`config.mk`:
```
export PLATFORM = sky130hd
export DESIGN_NAME = stopwatch_ctrl
export DESIGN_NICKNAME = d
export VERILOG_FILES = /design/src/rtl/stopwatch_ctrl.sv
export SDC_FILE = /design/constraint.sdc
export NUM_CORES = 1
export LEC_CHECK = 0
export ABC_AREA = 1
export ABC_CLOCK_PERIOD_IN_PS = 1450
export BUFFER_PORTS_ARGS = -buffer_cell sky130_fd_sc_hd__clkbuf_2
export CORE_UTILIZATION = 45
export CTS_CLUSTER_SIZE = 20
export DETAILED_ROUTE_END_ITERATION = 7
export GPL_ROUTABILITY_DRIVEN = 0
export PLACE_DENSITY_LB_ADDON = 0.12
export SYNTH_ARGS = -nofsm -noshare
export SYNTH_HDL_FRONTEND = slang
export SYNTH_SLANG_ARGS = --single-unit
export TNS_END_PERCENT = 50
```
`constraint.sdc`:
```
create_clock -name CLOCK_50 -period 1.45 [get_ports CLOCK_50]
set_input_delay 0.145 -clock CLOCK_50 [delete_from_list [all_inputs] [get_ports CLOCK_50]]
set_output_delay 0.145 -clock CLOCK_50 [all_outputs]
set_load 0.02 [all_outputs]
```
`src/rtl/stopwatch_ctrl.sv`:
```
// Stopwatch control: key sync/debounce/press detect, mode FSM, centisecond prescaler.
// Latency: key edge -> press pulse 2 sync + DEBOUNCE_CYCLES cycles; press -> state/outputs +1 cycle.
// Backpressure: none; the downstream counter must accept every count_en/count_clr pulse.
module stopwatch_ctrl #(
    parameter int CLK_HZ          = 50_000_000,
    parameter int TICK_HZ         = 100,
    parameter int DEBOUNCE_CYCLES = 1_000_000
) (
    input  logic       CLOCK_50,
    input  logic       reset,
    input  logic [2:0] key_n,
    output logic       count_en,
    output logic       count_clr,
    output logic       disp_hold,
    output logic [1:0] state
);

    localparam int DIV = CLK_HZ / TICK_HZ;
    localparam int PW  = $clog2(DIV);
    localparam int DW  = $clog2(DEBOUNCE_CYCLES + 1);
    localparam logic [PW-1:0] PRE_MAX = PW'(DIV - 1);
    localparam logic [DW-1:0] DB_MAX  = DW'(DEBOUNCE_CYCLES - 1);

    typedef enum logic [1:0] {
        ST_IDLE  = 2'b00,
        ST_RUN   = 2'b01,
        ST_PAUSE = 2'b10,
        ST_LAP   = 2'b11
    } state_t;

    logic [2:0]    r_sync1;
    logic [2:0]    r_sync2;
    logic [2:0]    r_db_lvl;
    logic [2:0]    r_db_lvl_d;
    logic [DW-1:0] r_db_cnt [3];
    logic [PW-1:0] r_pre;
    logic          r_count_en;
    logic          r_count_clr;
    state_t        r_state;
    state_t        w_next;
    logic          w_clr_next;
    logic [2:0]    w_press;
    logic          w_ev_clr;
    logic          w_ev_ss;
    logic          w_ev_lap;
    logic          w_counting;

    // Synchronize raw keys and accept a new level only after it has been stable long enough.
    always_ff @(posedge CLOCK_50) begin
        if (reset) begin
            r_sync1    <= '1;
            r_sync2    <= '1;
            r_db_lvl   <= '1;
            r_db_lvl_d <= '1;
            for (int i = 0; i < 3; i++) begin
                r_db_cnt[i] <= '0;
            end
        end else begin
            r_sync1    <= key_n;
            r_sync2    <= r_sync1;
            r_db_lvl_d <= r_db_lvl;
            for (int i = 0; i < 3; i++) begin
                if (r_sync2[i] == r_db_lvl[i]) begin
                    r_db_cnt[i] <= '0;
                end else if (r_db_cnt[i] == DB_MAX) begin
                    r_db_lvl[i] <= r_sync2[i];
                    r_db_cnt[i] <= '0;
                end else begin
                    r_db_cnt[i] <= r_db_cnt[i] + 1'b1;
                end
            end
        end
    end

    // Press = debounced falling edge; releases are ignored.
    assign w_press = r_db_lvl_d & ~r_db_lvl;

    // One event per cycle: clear beats start/stop beats lap.
    assign w_ev_clr = w_press[2];
    assign w_ev_ss  = w_press[0] & ~w_press[2];
    assign w_ev_lap = w_press[1] & ~w_press[0] & ~w_press[2];

    assign w_counting = (r_state == ST_RUN) || (r_state == ST_LAP);

    // Mode transitions and the clear request that goes with a return to IDLE.
    always_comb begin
        w_next     = r_state;
        w_clr_next = 1'b0;
        case (r_state)
            ST_IDLE: begin
                if (w_ev_clr)     w_clr_next = 1'b1;
                else if (w_ev_ss) w_next     = ST_RUN;
            end
            ST_RUN: begin
                if (w_ev_ss)       w_next = ST_PAUSE;
                else if (w_ev_lap) w_next = ST_LAP;
            end
            ST_LAP: begin
                if (w_ev_ss)       w_next = ST_PAUSE;
                else if (w_ev_lap) w_next = ST_RUN;
            end
            ST_PAUSE: begin
                if (w_ev_clr) begin
                    w_next     = ST_IDLE;
                    w_clr_next = 1'b1;
                end else if (w_ev_ss) begin
                    w_next = ST_RUN;
                end
            end
            default: w_next = ST_IDLE;
        endcase
    end

    // State register and registered clear pulse.
    always_ff @(posedge CLOCK_50) begin
        if (reset) begin
            r_state     <= ST_IDLE;
            r_count_clr <= 1'b0;
        end else begin
            r_state     <= w_next;
            r_count_clr <= w_clr_next;
        end
    end

    // Prescaler runs only while counting and holds in PAUSE so the sub-tick phase survives a pause.
    always_ff @(posedge CLOCK_50) begin
        if (reset) begin
            r_pre      <= '0;
            r_count_en <= 1'b0;
        end else begin
            r_count_en <= w_counting && (r_pre == PRE_MAX);
            if (w_clr_next || (r_state == ST_IDLE)) begin
                r_pre <= '0;
            end else if (w_counting) begin
                r_pre <= (r_pre == PRE_MAX) ? '0 : r_pre + 1'b1;
            end
        end
    end

    assign count_en  = r_count_en;
    assign count_clr = r_count_clr;
    assign disp_hold = (r_state == ST_LAP);
    assign state     = r_state;

endmodule

```
==> results.json, run 1 <==
{
  "slew_viol_final": 0,
  "cts.sinks": 95,
  "cpMaxStageDelayCell": "edfxtp_1",
  "drive_above_1_share_pct": 30.2,
  "core_area_mm2": 0.0114,
  "synth_fa_ha_area_share_pct": 0.945,
  "fin_nets": 856,
  "critical_path_required_ns": 1.56,
  "crit_type": "reg -> reg",
  "setup_viol": 59,
  "dieHeight_um": 110,
  "drc": 0,
  "vdd_ir_drop_max_mv": 0.633,
  "ant_nets": 0,
  "hold_viol": 1,
  "arrival_ns": 1.69,
  "crit_path_max_incr_delay_ns": 0.41,
  "path_delay_family": "simple AND/OR/NAND/NOR gates",
  "clk_pin_slew_worst_paths_ns": 0.07,
  "die_area_mm2": 0.0122,
  "hp-class": "in -> reg",
  "cts_made_buffers": 9,
  "multi_input_area_mm2": 0.00321,
  "synth_warnings": 0,
  "wl_per_cell_um": 12.2,
  "cts_tree": "built",
  "synthSimpleGateAreaFrac_pct": 36.4,
  "drt-initial-drc-count": 204,
  "gr-total-overflow": 0,
  "routed_wl_mm": 12.1,
  "status": "finished with violations",
  "h-tree-depth": 3,
  "yosysSeqAreaShare_pct": 47.3,
  "synth_compound_area_share_pct": 3.64,
  "yosysUniqueCellTypes": 31,
  "violations": "negative hold slack, negative setup slack",
  "initial_core_util_pct": 46.4,
  "worstMarginPinSlew_ns": 0.508,
  "end_kind": "register",
  "syn_area_mm2": 0.00530,
  "ys_ff_latch": 95,
  "worstSkewPairLatency_ns": 0.36,
  "grt_use_total_pct": 20.1,
  "syn_avg_cell_area_um2": 7.93,
  "setup_tns_ns": -4.60,
  "grt_first_pass_wirelength_mm": 20.0,
  "synth_top_area_share_pct": 34.0,
  "dpl_cell_area_mm2": 0.00638,
  "fmax_mhz": 633,
  "cap_violations": 0,
  "via_per_inst": 4.78,
  "root_buffer": "clkbuf_16",
  "rsz0062_at_grt": "yes",
  "synthCells": 668,
  "finClkSkew_ns": 0.00903,
  "io_buffers": 9,
  "grt_max_degree": 21,
  "yosys-top-cells-area": "edfxtp_1 (34%), dfxtp_1 (13%), nor2_1 (11%)",
  "num_vias": 4760,
  "diodes": 0,
  "cp_max_fo": 5,
  "synthXorXnorAreaFrac_pct": 5.95,
  "finalCritPeriodShare_pct": 109,
  "power_uw": 5780,
  "drt-pass1-iter-count": 4,
  "nFillCells": 982,
  "design_area_mm2": 0.00733,
  "grt_antenna_before_repair": 0,
  "powerDensity_mw_per_mm2": 788,
  "place_hpwl_mm": 8.22,
  "fin_ws_ns": -0.130,
  "fin_crit_ns": 1.58,
  "synth_mux_area_share_pct": 0,
  "synth_top_family_by_area": "simple AND/OR/NAND/NOR gates",
  "grt_pass1_vias": 4592,
  "std_cell_rows": 39,
  "leakagePower_uw": 0.00283,
  "syn2layout_area_growth_pct": 38.4,
  "cp-start-kind": "register",
  "synth_top_cell_by_area": "edfxtp_1",
  "holdWs_ns": -0.00181,
  "utilization_pct": 64.2,
  "die_w_um": 110,
  "io_pins": 10,
  "ctsLongestPathBuffers": 2,
  "path_cells": "ha_4 > nand2_4 > nor3_4 > nand3_4 > buf_12 > nand2_8 > nor2_2",
  "path_buf_inv": 1,
  "relSlewSlack_pct": 66.1,
  "register_area_mm2": 0.00251
}
[cell usage in the layout (no fill, tap or decap), types with 3 or more instances in the layout]
master,instances
clkbuf_2,9
xnor2_1,12
edfxtp_1,60
nand3_2,13
nand4_1,15
ha_4,3
buf_6,4
dfxtp_2,3
clkbuf_16,12
nand2_8,5
inv_1,60
nand2_2,12
nor2_4,25
buf_4,93
nor3_2,3
nand2_1,136
a21oi_2,9
nor2_2,29
dfxtp_1,32
nand3_4,4
or2_0,5
conb_1,60
or2_2,10
nand2_4,4
nand3_1,41
xor2_1,21
inv_2,6
nor3_1,4
nor2_1,119
a21oi_1,18
[per-stage QoR]
| stage | worst slack, ns | cells |
|---|---|---|
| after detailed placement | -0.128 | 960 |
| after CTS | -0.0825 | 984 |
| after global routing | -0.217 | 995 |
| after global placement | -0.0800 | 960 |
| final | -0.130 | 995 |
| after floorplan | -0.0564 | 727 |
[synthesized netlist by cell type, drive strengths merged]
master,n
nor2,173
nand2,154
inv,65
edfxtp,60
nand3,58
dfxtp,35
a21oi,27
xor2,22
or2,16
nand4,15
xnor2,14
nor3,8
buf,5
ha,4
o21ai,4
o21bai,3
nor3b,2
clkbuf,1
conb,1
nand3b,1
[metal layers]
layer	GRT usage [%]	up-vias	share of wire [%]
met5	0	-	0
met4	8.80	0	2.6
met3	2.63	24	2.7
met2	34.3	68	48
met1	25.3	2204	46
li1	-	2464	-
[where the power goes]
group / internal [uW] / total, uW / switching (uW)
clock: 1320 / 2380 / 1060
sequential: 2950 / 3020 / 67.9
combinational: 172 / 384 / 212
total: 4440 / 5780 / 1340
[timing repair]
action                     4_1_cts  5_1_grt
hold buffers                     2        0
hold endpoints to repair         2        0
buffers inserted                 5        6
setup endpoints to repair       73       74
pin swaps                        6       24
resized for setup               26       89
gates cloned                     1        5
[logic make-up after synthesis]
kind of cell,after synthesis
AND/OR/NAND/NOR,427
AO/OA/AOI/OAI,34
adder cells (fa/ha/maj),4
XOR/XNOR,36
flip-flops,95
other,1
buffers and inverters,71
[sequential cells by signal (all words and copies together) (netlist names)]
register    cells
r_db_cnt       60
count_clr       1
r_pre          19
r_db_lvl        3
r_sync1         3
r_db_lvl_d      3
state           2
count_en        1
r_sync2         3
[worst register-to-register path, delay by kind of cell (launching register included)]
family	cells	cell delay (ns)
adders and majority gates	1	0.17
buffers and inverters	1	0.18
DFF	1	0.41
and+or+nand+nor	5	0.58
[area by class of cell]
class	instances	area share, %
inverters	65	3.33
clock buffers	12	3.65
multi-input cells	564	43.8
well taps	143	2.44
repair buffers	112	12.3
flip-flops and latches	95	34.2
clock inverters	4	0.376
[path summary, 6_finish.rpt]
check | slack [ns] | depth (start not counted) | to | from
worst max-delay path | -0.13 | 7 | r_db_cnt[0][5] | r_db_cnt[0][0]
worst min-delay path | -0.002 | 2 | r_sync1[0] | key_n[0]
worst max register to register | -0.13 | 7 | r_db_cnt[0][5] | r_db_cnt[0][0]
worst min register to register | 0.41 | 1 | r_sync2[1] | r_sync1[1]
Note: power is estimated with default switching activity, not from simulation.
==> run 2: changes to the inputs <==
--- a/config.mk
+++ b/config.mk
@@ -9,10 +9,11 @@
 export ABC_CLOCK_PERIOD_IN_PS = 1450
 export BUFFER_PORTS_ARGS = -buffer_cell sky130_fd_sc_hd__clkbuf_2
 export CORE_UTILIZATION = 45
-export CTS_CLUSTER_SIZE = 20
+export CTS_CLUSTER_SIZE = 28
 export DETAILED_ROUTE_END_ITERATION = 7
 export GPL_ROUTABILITY_DRIVEN = 0
 export PLACE_DENSITY_LB_ADDON = 0.12
+export REMOVE_ABC_BUFFERS = 1
 export SYNTH_ARGS = -nofsm -noshare
 export SYNTH_HDL_FRONTEND = slang
 export SYNTH_SLANG_ARGS = --single-unit
==> results.json, run 2 (synthesis results as in run 1) <==
{
  "cts_made_buffers": 9,
  "drt-pass1-iter-count": 4,
  "drive_above_1_share_pct": 34.5,
  "fmax_mhz": 641,
  "initial_core_util_pct": 46.4,
  "holdPathStages": 2,
  "worstRegToRegCells": 9,
  "layoutNonFillerInstCount": 1006,
  "final_common_cell": "nand2_1",
  "die_w_um": 110,
  "die_area_mm2": 0.0122,
  "root_buffer": "clkbuf_16",
  "finalCritPeriodShare_pct": 108,
  "leakagePower_uw": 0.00292,
  "cts.sinks": 95,
  "grt_use_met3_pct": 2.85,
  "combinationalPowerShare_pct": 7.0,
  "grt_use_total_pct": 20.6,
  "ctsLongestPathBuffers": 2,
  "cp-start-kind": "register",
  "vdd_ir_drop_max_mv": 0.703,
  "crit_path_max_incr_delay_ns": 0.38,
  "crit_path_frequent_cell": "nand2_4",
  "violations": "negative setup slack",
  "cap_violations": 0,
  "ant_nets": 0,
  "hold_viol": 0,
  "cp_max_fo": 6,
  "worstSkewPairLatency_ns": 0.36,
  "status": "finished with violations",
  "p_sw_uw": 1380,
  "worstMarginPinSlew_ns": 0.506,
  "fin_nets": 867,
  "grt_busiest_layer": "met2",
  "dp.cells": 956,
  "grt_pass1_vias": 4655,
  "std_cell_rows": 39,
  "cts_tree": "built",
  "layout_common_cells": "nand2_1 (133), nor2_1 (103), buf_4 (94)",
  "largest_registers": "r_db_cnt x60, r_pre x19",
  "routed_wl_mm": 12.9,
  "design_area_mm2": 0.00763,
  "wl_per_cell_um": 12.9,
  "clkPwrFrac_pct": 43.2,
  "grt_first_pass_wirelength_mm": 20.5,
  "gr-total-overflow": 0,
  "hp-class": "in -> reg",
  "h-tree-depth": 3,
  "largest_register": "r_db_cnt",
  "syn2layout_area_growth_pct": 44.0,
  "crit_type": "reg -> reg",
  "io_buffers": 9,
  "power_uw": 6060,
  "relSlewSlack_pct": 66.2,
  "place_hpwl_mm": 8.14,
  "arrival_ns": 1.67,
  "slew_viol_final": 0,
  "power_frac_seq_pct": 49.8,
  "grt_util_met1_pct": 26.2,
  "core_area_mm2": 0.0114,
  "diodes": 0,
  "switching_share_pct": 22.8,
  "grt_antenna_before_repair": 0,
  "finClkSkew_ns": 0.00873,
  "rsz0062_at_grt": "yes",
  "io_pins": 10,
  "clk_pin_slew_worst_paths_ns": 0.07,
  "fin_crit_ns": 1.56,
  "use_met2_pct": 34.7,
  "path_cells": "ha_2 > nand2_4 > inv_2 > nand2_2 > nor2_4 > nand3_2 > nand2_4 > buf_6 > nor2_2",
  "powerDensity_mw_per_mm2": 795,
  "drt-initial-drc-count": 250,
  "dieHeight_um": 110,
  "fin_ws_ns": -0.111,
  "num_vias": 4832,
  "drc": 0,
  "p_int_uw": 4680,
  "dpl_cell_area_mm2": 0.00630,
  "grt_max_degree": 18,
  "critical_path_required_ns": 1.56,
  "via_per_inst": 4.80,
  "largest_reg_flops": 60,
  "setup_viol": 57,
  "cpMaxStageDelayCell": "edfxtp_1",
  "end_kind": "register"
}
run 2: cell types whose count changed in the layout (fill, tap and decap cells not counted), sizes merged:
cell         before  now
bufinv            0    1
inv              68   67
clkbuf           23   21
buf              99  111
nand2           157  159
dlygate4sd3       2    1
run 2: cell type report:
class,instances,area [um2]
Clock inverter,4,47.5
Tap cell,143,179
Multi-Input combinational cell,566,3400
Fill cell,935,3790
Clock buffer,12,279
Sequential cell,95,2510
Timing Repair Buffer,121,970
Inverter,65,244
run 2: critical path, delay by kind of cell, from the launching register on:
family | cells | cell delay (ns)
adders and majority gates | 1 | 0.23
DFF | 1 | 0.38
buffers and inverters | 2 | 0.22
and+or+nand+nor | 6 | 0.50
run 2: path summary, 6_finish.rpt:
path	startpoint	to	slack (ns)
worst max-delay path	r_db_cnt[2][0]	r_db_cnt[2][8]	-0.11
worst min-delay path	key_n[2]	r_sync1[2]	0.01
worst max register to register	r_db_cnt[2][0]	r_db_cnt[2][8]	-0.11
worst min register to register	r_sync1[2]	r_sync2[2]	0.42
run 2: repair_timing:
action,in CTS,in global routing
setup buffers,12,14
cloned,4,3
setup endpoints to repair,75,79
gates resized for setup,62,117
hold buffers,1,0
pin swaps,23,33
hold endpoints to repair,1,0
run 2: power by group through the flow:
stage,Sequential (uW),Combinational (uW),Clock (uW)
4_1_cts,3010,338,2670
5_1_grt,3030,467,2740
6_report,3020,423,2620
3_3_place_gp,3070,294,0
3_5_place_dp,3070,297,0
2_1_floorplan,3070,154,0
run 2: metrics by stage:
step / utilization, % / hold WS (ns) / setup WS [ns] / TNS (ns)
2_1_floorplan: - / 0.217 / -0.187 / -4.09
3_3_place_gp: 55.2 / 0.359 / -0.0671 / -3.03
3_5_place_dp: 55.2 / 0.367 / -0.131 / -5.54
4_1_cts: 61.2 / 0.00307 / -0.0926 / -1.66
5_1_grt: 66.8 / 0.00924 / -0.211 / -8.11
6_report: 66.8 / 0.0110 / -0.111 / -3.10
run 2: routing by layer:
metal  part of all wire (%)  vias up
li1                       -     2487
met1                     46     2278
met2                     50       45
met3                    1.9       22
met4                    2.2        0
met5                      0        -
==> run 3: changes to the inputs <==
--- a/config.mk
+++ b/config.mk
@@ -9,10 +9,12 @@
 export ABC_CLOCK_PERIOD_IN_PS = 1450
 export BUFFER_PORTS_ARGS = -buffer_cell sky130_fd_sc_hd__clkbuf_2
 export CORE_UTILIZATION = 45
+export CTS_BUF_LIST = sky130_fd_sc_hd__clkbuf_16
 export CTS_CLUSTER_SIZE = 28
 export DETAILED_ROUTE_END_ITERATION = 7
 export GPL_ROUTABILITY_DRIVEN = 0
 export PLACE_DENSITY_LB_ADDON = 0.12
+export RECOVER_POWER = 100
 export REMOVE_ABC_BUFFERS = 1
 export SYNTH_ARGS = -nofsm -noshare
 export SYNTH_HDL_FRONTEND = slang
==> results.json, run 3 (synthesis results as in run 1) <==
{
  "status": "finished with violations",
  "violations": "negative setup slack",
  "grt_use_met3_pct": 2.85,
  "fin_crit_ns": 1.56,
  "grt_use_total_pct": 20.6,
  "clkPwrFrac_pct": 43.2,
  "switching_share_pct": 22.8,
  "io_buffers": 9,
  "arrival_ns": 1.68,
  "crit_type": "reg -> reg",
  "wl_per_cell_um": 12.9,
  "place_hpwl_mm": 8.14,
  "hp-class": "in -> reg",
  "die_w_um": 110,
  "relSlewSlack_pct": 66.2,
  "p_sw_uw": 1380,
  "combinationalPowerShare_pct": 7.0,
  "layout_common_cells": "nand2_1 (134), nor2_1 (103), buf_4 (94)",
  "critical_path_required_ns": 1.57,
  "cp-start-kind": "register",
  "grt_antenna_before_repair": 0,
  "worstMarginPinSlew_ns": 0.506,
  "end_kind": "register",
  "use_met2_pct": 34.7,
  "drc": 0,
  "fin_ws_ns": -0.110,
  "grt_busiest_layer": "met2",
  "hold_viol": 0,
  "cpMaxStageDelayCell": "edfxtp_1",
  "std_cell_rows": 39,
  "worstSkewPairLatency_ns": 0.36,
  "dp.cells": 956,
  "rsz0062_at_grt": "yes",
  "fin_nets": 867,
  "dpl_cell_area_mm2": 0.00630,
  "crit_path_frequent_cell": "nand2_4",
  "via_per_inst": 4.80,
  "largest_register": "r_db_cnt",
  "crit_path_max_incr_delay_ns": 0.37,
  "p_int_uw": 4670,
  "routed_wl_mm": 13.0,
  "ctsLongestPathBuffers": 2,
  "root_buffer": "clkbuf_16",
  "cap_violations": 0,
  "grt_util_met1_pct": 26.2,
  "num_vias": 4828,
  "diodes": 0,
  "power_frac_seq_pct": 49.9,
  "holdWs_ns": 0.0105,
  "vdd_ir_drop_max_mv": 0.709,
  "grt_pass1_vias": 4655,
  "h-tree-depth": 3,
  "cts.sinks": 95,
  "cp_max_fo": 6,
  "path_cells": "ha_2 > nand2_4 > inv_2 > nand2_2 > nor2_4 > nand3_2 > nand2_4 > buf_6 > nor2_2",
  "drt-pass1-iter-count": 4,
  "syn2layout_area_growth_pct": 43.9,
  "gr-total-overflow": 0,
  "cts_tree": "built",
  "powerDensity_mw_per_mm2": 794,
  "slew_viol_final": 0,
  "drive_above_1_share_pct": 34.1,
  "finalCritPeriodShare_pct": 108,
  "leakagePower_uw": 0.00292,
  "finClkSkew_ns": 0.00921,
  "setup_viol": 54,
  "grt_max_degree": 18,
  "cts_made_buffers": 9,
  "largest_registers": "r_db_cnt x60, r_pre x19",
  "utilization_pct": 66.7,
  "drt-initial-drc-count": 242,
  "fmax_mhz": 641,
  "dieHeight_um": 110,
  "die_area_mm2": 0.0122,
  "core_area_mm2": 0.0114,
  "io_pins": 10,
  "initial_core_util_pct": 46.4,
  "clk_pin_slew_worst_paths_ns": 0.07,
  "design_area_mm2": 0.00762,
  "ant_nets": 0,
  "final_common_cell": "nand2_1",
  "largest_reg_flops": 60,
  "grt_first_pass_wirelength_mm": 20.5,
  "layoutNonFillerInstCount": 1006
}
==> run 3: cell types whose count changed in the layout (fill, tap and decap cells not counted), sizes merged <==
cell	delta
clkbuf	-1
inv	+1
==> run 3: area by class of cell <==
cell class	instances	area, um2
Fill cell	937	3800
Tap cell	143	179
Clock inverter	5	51.3
Multi-Input combinational cell	566	3400
Timing Repair Buffer	121	966
Inverter	65	244
Clock buffer	11	275
Sequential cell	95	2510
==> run 3: through the flow <==
step	worst slack, ns	power [uW]	TNS [ns]
floorplan	-0.187	3220	-4.09
global placement	-0.0671	3360	-3.03
detailed placement	-0.131	3370	-5.54
CTS	-0.0926	6010	-1.66
global route	-0.211	6230	-8.12
finish	-0.110	6050	-3.09
==> run 3: worst max-delay path, delay by kind of cell (launching register included) <==
family | cells | cell delay (ns)
buffers and inverters | 2 | 0.22
AND/OR/NAND/NOR | 6 | 0.51
adder cells (fa/ha/maj) | 1 | 0.23
flip-flops | 1 | 0.37
==> run 3: per-layer routing <==
metal | part of all wire, % | vias to the layer above
li1 | - | 2485
met1 | 45 | 2270
met2 | 50 | 49
met3 | 2.2 | 24
met4 | 2.3 | 0
met5 | 0 | -
==> run 3: path summary, 6_finish.rpt <==
| path | startpoint | end | slack, ns | cells after the start |
|---|---|---|---|---|
| worst max register to register | r_db_cnt[2][0] | r_db_cnt[2][17] | -0.11 | 9 |
| worst min-delay path | key_n[2] | r_sync1[2] | 0.01 | 2 |
| worst min register to register | r_sync1[2] | r_sync2[2] | 0.42 | 1 |
| worst max-delay path | r_db_cnt[2][0] | r_db_cnt[2][17] | -0.11 | 9 |
==> run 3: timing repair <==
item	4_1_cts	5_1_grt
setup buffers	12	14
hold buffers	1	0
cloned	4	3
hold endpoints to repair	1	0
pin swaps	23	33
endpoints found under the setup margin	75	79
gates resized for setup	62	117
==> run 3: power by group through the flow <==
stage / registers, uW / clock network [uW] / logic, uW
after floorplan: 3070 / 0 / 154
after global placement: 3070 / 0 / 294
after detailed placement: 3070 / 0 / 297
after CTS: 3010 / 2660 / 338
after global routing: 3030 / 2730 / 466
final: 3020 / 2610 / 423
